===== src/rtl/apb_wait_mem_pkg.sv =====
// Shared types and helpers for the wait-state APB memory completer.
package apb_wait_mem_pkg;

    typedef enum logic [1:0] {
        IDLE = 2'd0,
        WAIT = 2'd1,
        RESP = 2'd2
    } state_t;

    localparam logic RESP_OKAY = 1'b0;
    localparam logic RESP_ERR  = 1'b1;

    function automatic int lane_count(input int dw);
        return dw / 8;
    endfunction

    function automatic int idx_shift(input int dw);
        return $clog2(dw / 8);
    endfunction

endpackage


===== src/rtl/apb_wait_mem_array.sv =====
// DEPTH x D_WIDTH word store with byte-enable write port and registered read.
module apb_wait_mem_array
    import apb_wait_mem_pkg::*;
#(
    parameter int                 DEPTH     = 16,
    parameter int                 D_WIDTH   = 32,
    parameter logic [D_WIDTH-1:0] RESET_VAL = '0,
    localparam int                AW        = $clog2(DEPTH),
    localparam int                LANES     = lane_count(D_WIDTH)
) (
    input  logic               clk,
    input  logic               rst_n,
    input  logic               we,
    input  logic [AW-1:0]      waddr,
    input  logic [D_WIDTH-1:0] wdata,
    input  logic [LANES-1:0]   wbe,
    input  logic               re,
    input  logic               rzero,
    input  logic [AW-1:0]      raddr,
    output logic [D_WIDTH-1:0] rdata
);

    logic [D_WIDTH-1:0] mem_r [DEPTH];

    // Byte-lane write port; the array itself is deliberately not reset.
    always_ff @(posedge clk) begin
        if (we) begin
            for (int i = 0; i < LANES; i++) begin
                if (wbe[i]) begin
                    mem_r[waddr][i*8 +: 8] <= wdata[i*8 +: 8];
                end
            end
        end
    end

    // Read register doubles as the bus read-data output; error reads return zero.
    always_ff @(posedge clk or negedge rst_n) begin
        if (!rst_n) begin
            rdata <= RESET_VAL;
        end else if (re) begin
            rdata <= rzero ? {D_WIDTH{1'b0}} : mem_r[raddr];
        end
    end

endmodule


===== src/rtl/apb_wait_mem_slave.sv =====
// APB3/APB4 completer with programmable wait states, PSLVERR and an on-chip word RAM.
// Define APB_WAIT_STRB_EN to honour p_strb byte strobes; otherwise writes are full-word.
module apb_wait_mem_slave
    import apb_wait_mem_pkg::*;
#(
    parameter int                 A_WIDTH   = 8,
    parameter int                 D_WIDTH   = 32,
    parameter int                 DEPTH     = 16,
    parameter int                 WAIT_W    = 4,
    parameter logic [D_WIDTH-1:0] RESET_VAL = '0
) (
    input  logic                   p_clk,
    input  logic                   p_rstn,
    input  logic                   p_sel,
    input  logic                   p_enable,
    input  logic                   p_write,
    input  logic [A_WIDTH-1:0]     p_addr,
    input  logic [D_WIDTH-1:0]     p_wdata,
    input  logic [D_WIDTH/8-1:0]   p_strb,
    input  logic [WAIT_W-1:0]      wait_cfg,
    output logic [D_WIDTH-1:0]     p_rdata,
    output logic                   p_ready,
    output logic                   p_slverr
);

    localparam int          LANES    = lane_count(D_WIDTH);
    localparam int          SHIFT    = idx_shift(D_WIDTH);
    localparam int          AW       = $clog2(DEPTH);
    localparam logic [31:0] LOW_MASK = (32'd1 << SHIFT) - 32'd1;

    state_t               state_r, state_nxt_s;
    logic [WAIT_W-1:0]    cnt_r, cnt_nxt_s;
    logic                 setup_s, enter_resp_s;
    logic [A_WIDTH-1:0]   addr_r, cur_addr_s;
    logic                 write_r, cur_write_s;
    logic [D_WIDTH-1:0]   wdata_r;
    logic [LANES-1:0]     strb_r, wbe_s;
    logic [31:0]          idx_s;
    logic                 err_s, we_s, re_s;

    // Next-state and wait counter decode.
    always_comb begin
        state_nxt_s  = state_r;
        cnt_nxt_s    = cnt_r;
        setup_s      = 1'b0;
        enter_resp_s = 1'b0;
        case (state_r)
            IDLE: begin
                if (p_sel && !p_enable) begin
                    setup_s = 1'b1;
                    if (wait_cfg == {WAIT_W{1'b0}}) begin
                        state_nxt_s  = RESP;
                        enter_resp_s = 1'b1;
                    end else begin
                        state_nxt_s = WAIT;
                        cnt_nxt_s   = wait_cfg - WAIT_W'(1);
                    end
                end else begin
                    state_nxt_s = IDLE;
                end
            end
            WAIT: begin
                if (!p_sel) begin
                    state_nxt_s = IDLE;
                    cnt_nxt_s   = {WAIT_W{1'b0}};
                end else if (cnt_r == {WAIT_W{1'b0}}) begin
                    state_nxt_s  = RESP;
                    enter_resp_s = 1'b1;
                end else begin
                    cnt_nxt_s = cnt_r - WAIT_W'(1);
                end
            end
            RESP: begin
                state_nxt_s = IDLE;
            end
            default: begin
                state_nxt_s = IDLE;
                cnt_nxt_s   = {WAIT_W{1'b0}};
            end
        endcase
    end

    // Zero-wait transfers enter RESP straight from IDLE, before the latches are loaded.
    always_comb begin
        if (state_r == IDLE) begin
            cur_addr_s  = p_addr;
            cur_write_s = p_write;
        end else begin
            cur_addr_s  = addr_r;
            cur_write_s = write_r;
        end
    end

    // Address decode: out-of-range word index or misaligned byte address.
    always_comb begin
        idx_s = 32'(cur_addr_s) >> SHIFT;
        err_s = (idx_s >= 32'(DEPTH)) || ((32'(cur_addr_s) & LOW_MASK) != 32'd0);
    end

    // Write commits at the completing edge; read is captured on entry to RESP.
    always_comb begin
        we_s = (state_r == RESP) && p_sel && p_enable && p_write && (p_slverr == RESP_OKAY);
        re_s = enter_resp_s && !cur_write_s;
`ifdef APB_WAIT_STRB_EN
        wbe_s = strb_r;
`else
        wbe_s = strb_r | {LANES{1'b1}};
`endif
    end

    // FSM state, wait counter, response flags and setup-phase latches.
    always_ff @(posedge p_clk or negedge p_rstn) begin
        if (!p_rstn) begin
            state_r  <= IDLE;
            cnt_r    <= {WAIT_W{1'b0}};
            p_ready  <= 1'b0;
            p_slverr <= RESP_OKAY;
            addr_r   <= {A_WIDTH{1'b0}};
            write_r  <= 1'b0;
            wdata_r  <= {D_WIDTH{1'b0}};
            strb_r   <= {LANES{1'b0}};
        end else begin
            state_r  <= state_nxt_s;
            cnt_r    <= cnt_nxt_s;
            p_ready  <= enter_resp_s;
            p_slverr <= (enter_resp_s && err_s) ? RESP_ERR : RESP_OKAY;
            if (setup_s) begin
                addr_r  <= p_addr;
                write_r <= p_write;
                wdata_r <= p_wdata;
                strb_r  <= p_strb;
            end
        end
    end

    apb_wait_mem_array #(
        .DEPTH     (DEPTH),
        .D_WIDTH   (D_WIDTH),
        .RESET_VAL (RESET_VAL)
    ) u_array (
        .clk   (p_clk),
        .rst_n (p_rstn),
        .we    (we_s),
        .waddr (AW'(addr_r >> SHIFT)),
        .wdata (wdata_r),
        .wbe   (wbe_s),
        .re    (re_s),
        .rzero (err_s),
        .raddr (idx_s[AW-1:0]),
        .rdata (p_rdata)
    );

endmodule

===== config.mk =====
export PLATFORM = sky130hd
export DESIGN_NAME = apb_wait_mem_slave
export DESIGN_NICKNAME = d
export VERILOG_FILES = /design/src/rtl/apb_wait_mem_pkg.sv /design/src/rtl/apb_wait_mem_array.sv /design/src/rtl/apb_wait_mem_slave.sv
export SDC_FILE = /design/constraint.sdc
export NUM_CORES = 1
export LEC_CHECK = 0
export BUFFER_PORTS_ARGS = -buffer_cell sky130_fd_sc_hd__buf_2
export CELL_PAD_IN_SITES_DETAIL_PLACEMENT = 0
export CELL_PAD_IN_SITES_GLOBAL_PLACEMENT = 1
export CORE_ASPECT_RATIO = 1.75
export CORE_MARGIN = 2
export CORE_UTILIZATION = 53
export CTS_CLUSTER_SIZE = 30
export DETAILED_ROUTE_END_ITERATION = 10
export GPL_ROUTABILITY_DRIVEN = 0
export PLACE_DENSITY = 0.89
export SLEW_MARGIN = 20
export SYNTH_ARGS = -nofsm -noshare
export SYNTH_HDL_FRONTEND = slang
export SYNTH_SLANG_ARGS = --single-unit

===== constraint.sdc =====
create_clock -name p_clk -period 10.65 [get_ports p_clk]
set_input_delay 2.13 -clock p_clk [delete_from_list [all_inputs] [get_ports p_clk]]
set_output_delay 2.13 -clock p_clk [all_outputs]
set_load 0.02 [all_outputs]

==> results of run 1 <==
## per-layer routing
layer / track usage, % / share of wire [%] / vias up
met5: 0 / 0 / -
met4: 9.36 / 3.7 / 0
met3: 2.75 / 6.3 / 114
met2: 43.7 / 54 / 561
met1: 27.4 / 36 / 6498
li1: - / - / 5591
## placed cells by master (no fill, tap or decap), types with 4 or more instances in the layout
cell and n:
and3_1 12, nor3_2 4, clkbuf_1 12, mux2i_1 202, nand4_1 11, o21ai_0 11, nor3_1 4, mux2_2 40
o2111ai_1 4, clkinv_2 11, o21ai_1 25, a31oi_1 11, bufinv_16 7, edfxtp_1 512, buf_2 81, buf_4 34
xnor2_1 4, nor2_1 15, clkbuf_8 5, dfrtp_1 81, nor3b_1 4, o221ai_1 36, clkbuf_16 51, inv_1 7
nor2_4 12, o22ai_1 85, a32oi_1 4, nand2_1 130, ha_1 4, a211oi_1 11, nand3_1 42, nand3b_1 4
## worst paths after layout
path	from	endpoint	slack, ns
min in group asynchronous	p_rstn	u_array.rdata[3]	1.56
max in group asynchronous	p_rstn	u_array.rdata[6]	7.99
max reg2reg	state_r[0]	u_array.rdata[18]	6.96
max	p_addr[2]	u_array.rdata[18]	5.98
min	u_array.rdata[10]	u_array.rdata[10]	0.47
min reg2reg	u_array.rdata[10]	u_array.rdata[10]	0.47
## tightest hold or removal path, stage by stage (launching register included)
cell	delay (ns)
dfrtp_1	0.34
nand2_1	0.05
nand3_1	0.05
## power groups by stage
stage,Sequential [W],Clock [W],Combinational [W]
after floorplan,0.00303,0,0.000752
after global routing,0.00309,0.00200,0.00107
after detailed placement,0.00311,0,0.000995
final,0.00307,0.00190,0.000996
after global placement,0.00308,0,0.000964
after CTS,0.00306,0.00191,0.00100
## logic make-up after synthesis
kind of cell             share of synthesized area (%)
AO/OA/AOI/OAI                                     5.82
XOR/XNOR                                         0.152
adder cells (fa/ha/maj)                          0.217
buffers and inverters                             2.34
flip-flops                                        75.6
multiplexers                                      10.8
AND/OR/NAND/NOR                                   5.12
## through the flow
step           cell area (µm²)  hold slack (ns)  power, W  utilization (%)  std cells
4_1_cts                  25800            0.482   0.00598             59.8       2078
5_1_grt                  25800            0.510   0.00616             59.8       2078
3_5_place_dp             24000            0.468   0.00411             55.8       1985
6_report                 25800            0.474   0.00596             59.8       2078
2_1_floorplan            23000            0.480   0.00378                -       1384
3_3_place_gp             24000            0.467   0.00405             55.8       1985
## flip-flops by register name (all words and copies together), names as in the netlist
signal / count
p_slverr: 1
p_ready: 1
cnt_r: 4
wdata_r: 32
state_r: 2
u_array.rdata: 32
u_array.mem_r: 512
write_r: 1
addr_r: 8
## area by class of cell
cell class	count	area [µm²]	share of cell area (%)
Timing Repair Buffer	115	661	2.56
Inverter	7	26.3	0.102
Sequential cell	593	17400	67.6
Tap cell	566	708	2.75
Multi-Input combinational cell	704	5250	20.4
Clock inverter	25	324	1.26
Clock buffer	68	1390	5.40
==> out/metrics.yaml, run 1 <==
slew_headroom_pct: 29.1
synth_seq_area_share_pct: 75.6
vdd_ir_drop_max_uv: 169
end_kind: "flop"
grt_max_degree: 76
synth.most_common_cell: "edfxtp_1"
post_cts_resize_count: 0
synth.area.top_cells: "edfxtp_1 (67%), dfrtp_1 (8.8%), mux2i_1 (8.8%)"
fin_nets: 1528
antenna_found_initial: 0
clkTransAtPathRegs_ns: 0.07
cp_num_cells: 8
place_worst_setup_slack_ns: 5.43
critPathKind: "in2reg"
numCtsBuffers: 50
fp.dieW_um: 162
netlist_area_mm2: 0.0230
setup-tns-final_ns: 0
htree_num_levels: 2
antenna_cells: 0
skew_ns: 0.0161
finalCritPeriodShare_pct: 43.9
yosysTopAreaCell: "edfxtp_1"
syn_nets: 1441
status: "completed"
crit_chain: "buf_2, or3b_4, nand2_8, buf_4, mux2i_1, o221ai_1, o22ai_1, o21ai_1"
grt_pass1_wl_um: 78700
leakagePower_nw: 9.12
clk_latency_ns: 0.58
drtPass1Iterations: 7
wire_per_inst_um: 25.5
path_delay_family: "simple AND/OR/NAND/NOR gates"
row_count: 101
critPathLaunchType: "primary input"
die-area_mm2: 0.0452
cts_hold_buf: 0
postCtsSetupBuffers: 0
synth.top_cell.area_share_pct: 66.8
ff2ff_path_depth: 7
crit_buf_inv: 2
synthArstFlopShare_pct: 13.7
worst_pin_slew_ns: 1.06
seqPwrFrac_pct: 51.5
drive_above_1_share_pct: 17.5
grt_pass1_vias: 13000
crit_arrival_ns: 5.12
final_hold_viol_count: 0
hold_path_depth: 2
rsz0062_at_grt: "no"
synth_cell_types: 49
vias: 12800
max_freq_ghz: 0.214
syn-instance-count: 1384
ys.warnings.count: 0
slowest_stage: "buf_4"
drc: 0
port_buffers: 82
clk_path_buf_depth: 3
num-fill-cells: 3016
area_growth_syn_to_layout_pct: 11.8
synth-seq-cells: 593
min_period_ns: 4.67
grt_usage_pct: 23.4
hold_path_class: "reg2reg"
cts-root-buf: "clkbuf_16"
fp.coreArea_mm2: 0.0431
synth_flop_cell: "edfxtp_1"
ios: 87
power_switching_w: 0.00166
cpPeakStageDelay_ns: 0.84
pwr-share-clk_pct: 31.8
comb_power_share_pct: 16.7
cts_tree: "done"
cp_max_fo: 68
grt_overflow: 0
syn_area_per_cell_um2: 16.6
via_per_inst: 6.14
floorplan.initialDensity_pct: 53.4
dr.first_iter.drc_count: 1255
power-per-cell-area_mw_per_mm2: 231
fp.dieH_um: 280
synth_common_cells: "edfxtp_1 (512), mux2i_1 (202), nand2_1 (130)"
cts.sinks: 593
hpwlAfterDp_um: 28500
drv_cap: 0
slew_violations: 0
cp_data_required_time_ns: 11.10
power.internal_w: 0.00429
synth-edff-count: 512
antenna_left: 0
finalSetupViolCount: 0
wirelength_um: 52900
swShare_pct: 27.9
fin_ws_ns: 5.98
(Power assumes the default switching activity.)
==> run 2, diff against run 1 <==
- CORE_UTILIZATION: 53 -> 48
- PLACE_DENSITY: 0.89 -> 0.86
- clock period: 10.65 -> 4 ns (I/O delays scaled with it)
==> run 2 against run 1 <==
Via count down 1.9%. Non-clock buffer count is 19 higher. Largest cell class unchanged. Combinational power grew to 2.7 times the previous value. Design area up 1.9%. Global-route usage shrank 2.7 points. Critical endpoint is now u_array.rdata[16].
==> out/metrics.yaml, run 2 (synthesized netlist as in run 1, its figures left out) <==
status: "completed"
wirelength_um: 51500
crit_arrival_ns: 3.37
critPathKind: "reg2reg"
clk_path_buf_depth: 3
wire_per_inst_um: 24.2
clkTransAtPathRegs_ns: 0.07
fp.coreArea_mm2: 0.0476
port_buffers: 82
end_kind: "flop"
cts-root-buf: "clkbuf_16"
final_common_cell: "edfxtp_1"
slew_headroom_pct: 34.2
worst_pin_slew_ns: 0.988
clk_latency_ns: 0.59
cts.sinks: 593
final_cells: 2124
fin_ws_ns: 1.10
finalCritPeriodShare_pct: 72.6
max_freq_ghz: 0.344
postCtsSetupBuffers: 0
numCtsBuffers: 49
min_period_ns: 2.90
setup-tns-final_ns: 0
cts_hold_buf: 0
post_cts_resize_count: 0
fp.dieW_um: 170
row_count: 106
power_switching_w: 0.00442
grt_max_degree: 80
cp_max_fo: 19
pwr-share-clk_pct: 32.1
dp_cells: 2032
critPathLaunchType: "flop"
stdcell_area_mm2: 0.0262
finalSetupViolCount: 0
fp.dieH_um: 294
drive_above_1_share_pct: 18.6
htree_num_levels: 2
antenna_found_initial: 0
vdd_ir_drop_max_uv: 318
antenna_left: 0
ios: 87
grt_overflow: 0
largest_reg_flops: 512
vias: 12500
max_flop_register: "u_array.mem_r"
grt_usage_pct: 20.7
area_growth_syn_to_layout_pct: 14.0
whs_ns: 0.379
power.internal_w: 0.0116
grt_pass1_vias: 12900
drtPass1Iterations: 6
seqPwrFrac_pct: 51.0
leakagePower_nw: 9.30
via_per_inst: 5.90
antenna_cells: 0
hpwlAfterDp_um: 30400
slew_violations: 0
floorplan.initialDensity_pct: 48.4
reg.largest.list: "u_array.mem_r (512), u_array.rdata (32), wdata_r (32)"
drc: 0
grt_pass1_wl_um: 76900
final_cell_mix: "edfxtp_1 (512), mux2i_1 (202), nand2_1 (130)"
die-area_mm2: 0.0498
rsz0062_at_grt: "no"
cts_tree: "done"
power-per-cell-area_mw_per_mm2: 611
swShare_pct: 27.6
hold_path_class: "in2async"
placed_area_mm2: 0.0245
dr.first_iter.drc_count: 1010
fin_nets: 1546
final_hold_viol_count: 0
skew_ns: 0.0368
drv_cap: 0
place_worst_setup_slack_ns: 0.831
comb_power_share_pct: 16.9
cp_data_required_time_ns: 4.47
-- run 2: final cells by class --
type	count	area [µm²]
inverters	7	26.3
clock inverters	31	450
clock buffers	61	1310
multi-input cells	704	5270
flip-flops and latches	593	17400
repair buffers	134	1040
fillers	3551	21400
well taps	594	743
-- run 2: power groups by stage --
stage | Sequential (W) | Combinational (W) | Clock, W
after floorplan | 0.00806 | 0.00201 | 0
after global placement | 0.00823 | 0.00268 | 0
after detailed placement | 0.00829 | 0.00273 | 0
after CTS | 0.00816 | 0.00274 | 0.00522
after global routing | 0.00824 | 0.00293 | 0.00543
final | 0.00817 | 0.00271 | 0.00515
-- run 2: metal layers --
layer	track usage, %	vias up	part of all wire [%]	wire length (µm)
met5	0	-	0	0
met4	8.61	0	3.9	1990
met3	2.66	113	5.5	2850
met2	38.6	424	54	27900
met1	23.8	6352	36	18700
li1	-	5636	-	-
-- run 2: worst max-delay path: stages, from the launching register on --
cell and delay, ns:
dfrtp_1 0.66, or2_1 0.49, or3_1 0.25, o31a_2 0.58, buf_4 0.35, o22ai_1 0.13
o22ai_1 0.25, o21ai_1 0.09
-- run 2: per-stage QoR --
stage,utilization [%],power [W]
after CTS,55.1,0.0161
final,55.1,0.0160
after floorplan,-,0.0101
after detailed placement,51.4,0.0110
after global placement,51.4,0.0109
after global routing,55.1,0.0166
-- run 2: final timing paths --
path / from / end / slack (ns) / depth (start not counted)
setup / recovery: state_r[0] / u_array.rdata[16] / 1.10 / 7
hold reg to reg: u_array.rdata[26] / u_array.rdata[26] / 0.48 / 2
setup reg to reg: state_r[0] / u_array.rdata[16] / 1.10 / 7
max in group asynchronous: p_rstn / wdata_r[31] / 2.72 / 2
hold / removal: p_rstn / u_array.rdata[25] / 0.38 / 1
min in group p_clk: p_wdata[4] / wdata_r[4] / 0.44 / 2
==> run 3, diff against run 2 <==
- CORE_UTILIZATION: 48 -> 53
- PLACE_DENSITY: 0.86 -> 0.89
- clock period: 4 -> 2.8 ns (I/O delays scaled with it)
==> run 3 against run 2 <==
Setup slack worse by 0.78 ns. Highest routed layer unchanged. Via count is 4.4% higher. Routed wire length is 5.2% higher. Clock power is 32% higher. Sequential power is 42% higher. Clock skew is 0.0018 ns higher. Die area is 9.3% lower. Global-route usage is 3.5 points higher. Design area is 1.2% higher. Final cell count is 0.52% higher. Register-to-register slack worse by 0.78 ns. Critical path depth is 1 higher.
==> out/metrics.yaml, run 3 (synthesized netlist as in run 1, its figures left out) <==
cts-root-buf: "clkbuf_16"
ff2ff_path_depth: 8
htree_num_levels: 2
area_growth_syn_to_layout_pct: 15.3
clkTransAtPathRegs_ns: 0.07
rr_endpoint: "u_array.rdata[2]"
cts_tree: "done"
dr.first_iter.drc_count: 1069
fin_nets: 1585
hpwlAfterDp_um: 31500
port_buffers: 82
dp_cells: 2043
holdPathEnd: "wdata_r[7]"
drtPass1Iterations: 7
setup-tns-final_ns: 0
clk_latency_ns: 0.59
worstReg2RegStart: "state_r[1]"
area.sequential_mm2: 0.0174
fp.coreArea_mm2: 0.0431
reg.largest.list: "u_array.mem_r (512), u_array.rdata (32), wdata_r (32)"
multi_input_area_mm2: 0.00527
numCtsBuffers: 48
crit_arrival_ns: 2.94
vdd_ir_drop_max_uv: 556
final_hold_viol_count: 0
fp.dieW_um: 162
finalSetupViolCount: 0
regToRegSetupSlack_ns: 0.32
drive_above_1_share_pct: 19.9
grt_pass1_vias: 13700
max_flop_register: "u_array.mem_r"
final_cells: 2135
critPathLaunchType: "flop"
final_cell_mix: "edfxtp_1 (512), mux2i_1 (202), nand2_1 (130)"
grt_pass1_wl_um: 81100
cp_max_fo: 29
max_freq_ghz: 0.402
num-fill-cells: 2972
grt_overflow: 0
final_common_cell: "edfxtp_1"
ios: 87
cts.sinks: 593
power-per-cell-area_mw_per_mm2: 857
fp.dieH_um: 280
vias: 13100
min_period_ns: 2.48
grt_max_degree: 48
skew_ns: 0.0386
total_power_w: 0.0227
slew_headroom_pct: 33.0
largest_reg_flops: 512
wire_per_inst_um: 25.4
row_count: 101
via_per_inst: 6.12
finalCritPeriodShare_pct: 88.7
rsz0062_at_grt: "no"
antenna_found_initial: 1
slew_violations: 0
end_kind: "flop"
hold_path_depth: 2
clk_path_buf_depth: 3
wirelength_um: 54200
worst_pin_slew_ns: 1.00
drv_cap: 0
hold_path_class: "in2reg"
critPathKind: "reg2reg"
floorplan.initialDensity_pct: 53.4
cp_data_required_time_ns: 3.26
die-area_mm2: 0.0452
min-delay-start: "p_wdata[7]"
antenna_left: 0
grt_usage_pct: 24.2
status: "completed"
drc: 0
postCtsSetupBuffers: 0
leakagePower_nw: 9.49
==> run 3: final cells by class <==
cell class,instances,share of cell area [%]
tap,566,2.67
antenna,1,0.00942
sequential,593,65.5
clock buffer,70,5.03
clock inverter,20,0.966
multi-input combinational,704,19.8
timing repair buffer,174,5.86
inverter,7,0.0990
==> run 3: worst max-delay path by stage <==
stage | start | end | slack (ns) | cells past startpoint
after floorplan | p_sel | u_array.mem_r[11][0] | -0.23 | 5
after global placement | p_addr[2] | u_array.rdata[12] | 0.25 | 9
after detailed placement | p_addr[2] | u_array.rdata[28] | 0.21 | 9
after CTS | state_r[1] | u_array.rdata[2] | 0.33 | 8
after global routing | state_r[1] | u_array.rdata[24] | 0.22 | 7
final | state_r[1] | u_array.rdata[2] | 0.32 | 8
==> run 3: repair_timing <==
action | 4_1_cts | 5_1_grt
resized for setup | 0 | 0
hold buffers | 1 | 0
endpoints found under the hold margin | 19 | 0
==> run 3: worst max-delay path: stages (launching register included) <==
cell and delay, ns:
dfrtp_1 0.45, or3b_4 0.47, nand2_8 0.22, buf_12 0.27, buf_4 0.21, mux2i_1 0.24
o22ai_1 0.13, o22ai_1 0.23, o21ai_1 0.12
==> run 3: stage by stage <==
stage	utilization, %	cell area, µm²	setup WS (ns)	hold WS (ns)
2_1_floorplan	-	23100	-0.226	0.264
3_3_place_gp	57.9	24900	0.246	0.463
3_5_place_dp	57.9	24900	0.214	0.465
4_1_cts	61.6	26600	0.328	0.178
5_1_grt	61.6	26600	0.223	0.189
6_report	61.6	26600	0.316	0.200
==> run 3: power by group <==
group          internal [W]  switching, W  leakage (nW)
Combinational       0.00181       0.00253          3.09
Sequential           0.0107      0.000883          5.63
Clock               0.00380       0.00300         0.772
Total                0.0163       0.00641          9.49
==> run 3: layer usage <==
metal,up-vias,routed length [µm],GRT usage [%]
met2,566,29200,44.5
met1,6633,19200,27.0
met3,167,3050,3.44
met5,-,0,0
li1,5706,-,-
met4,0,2770,12.9
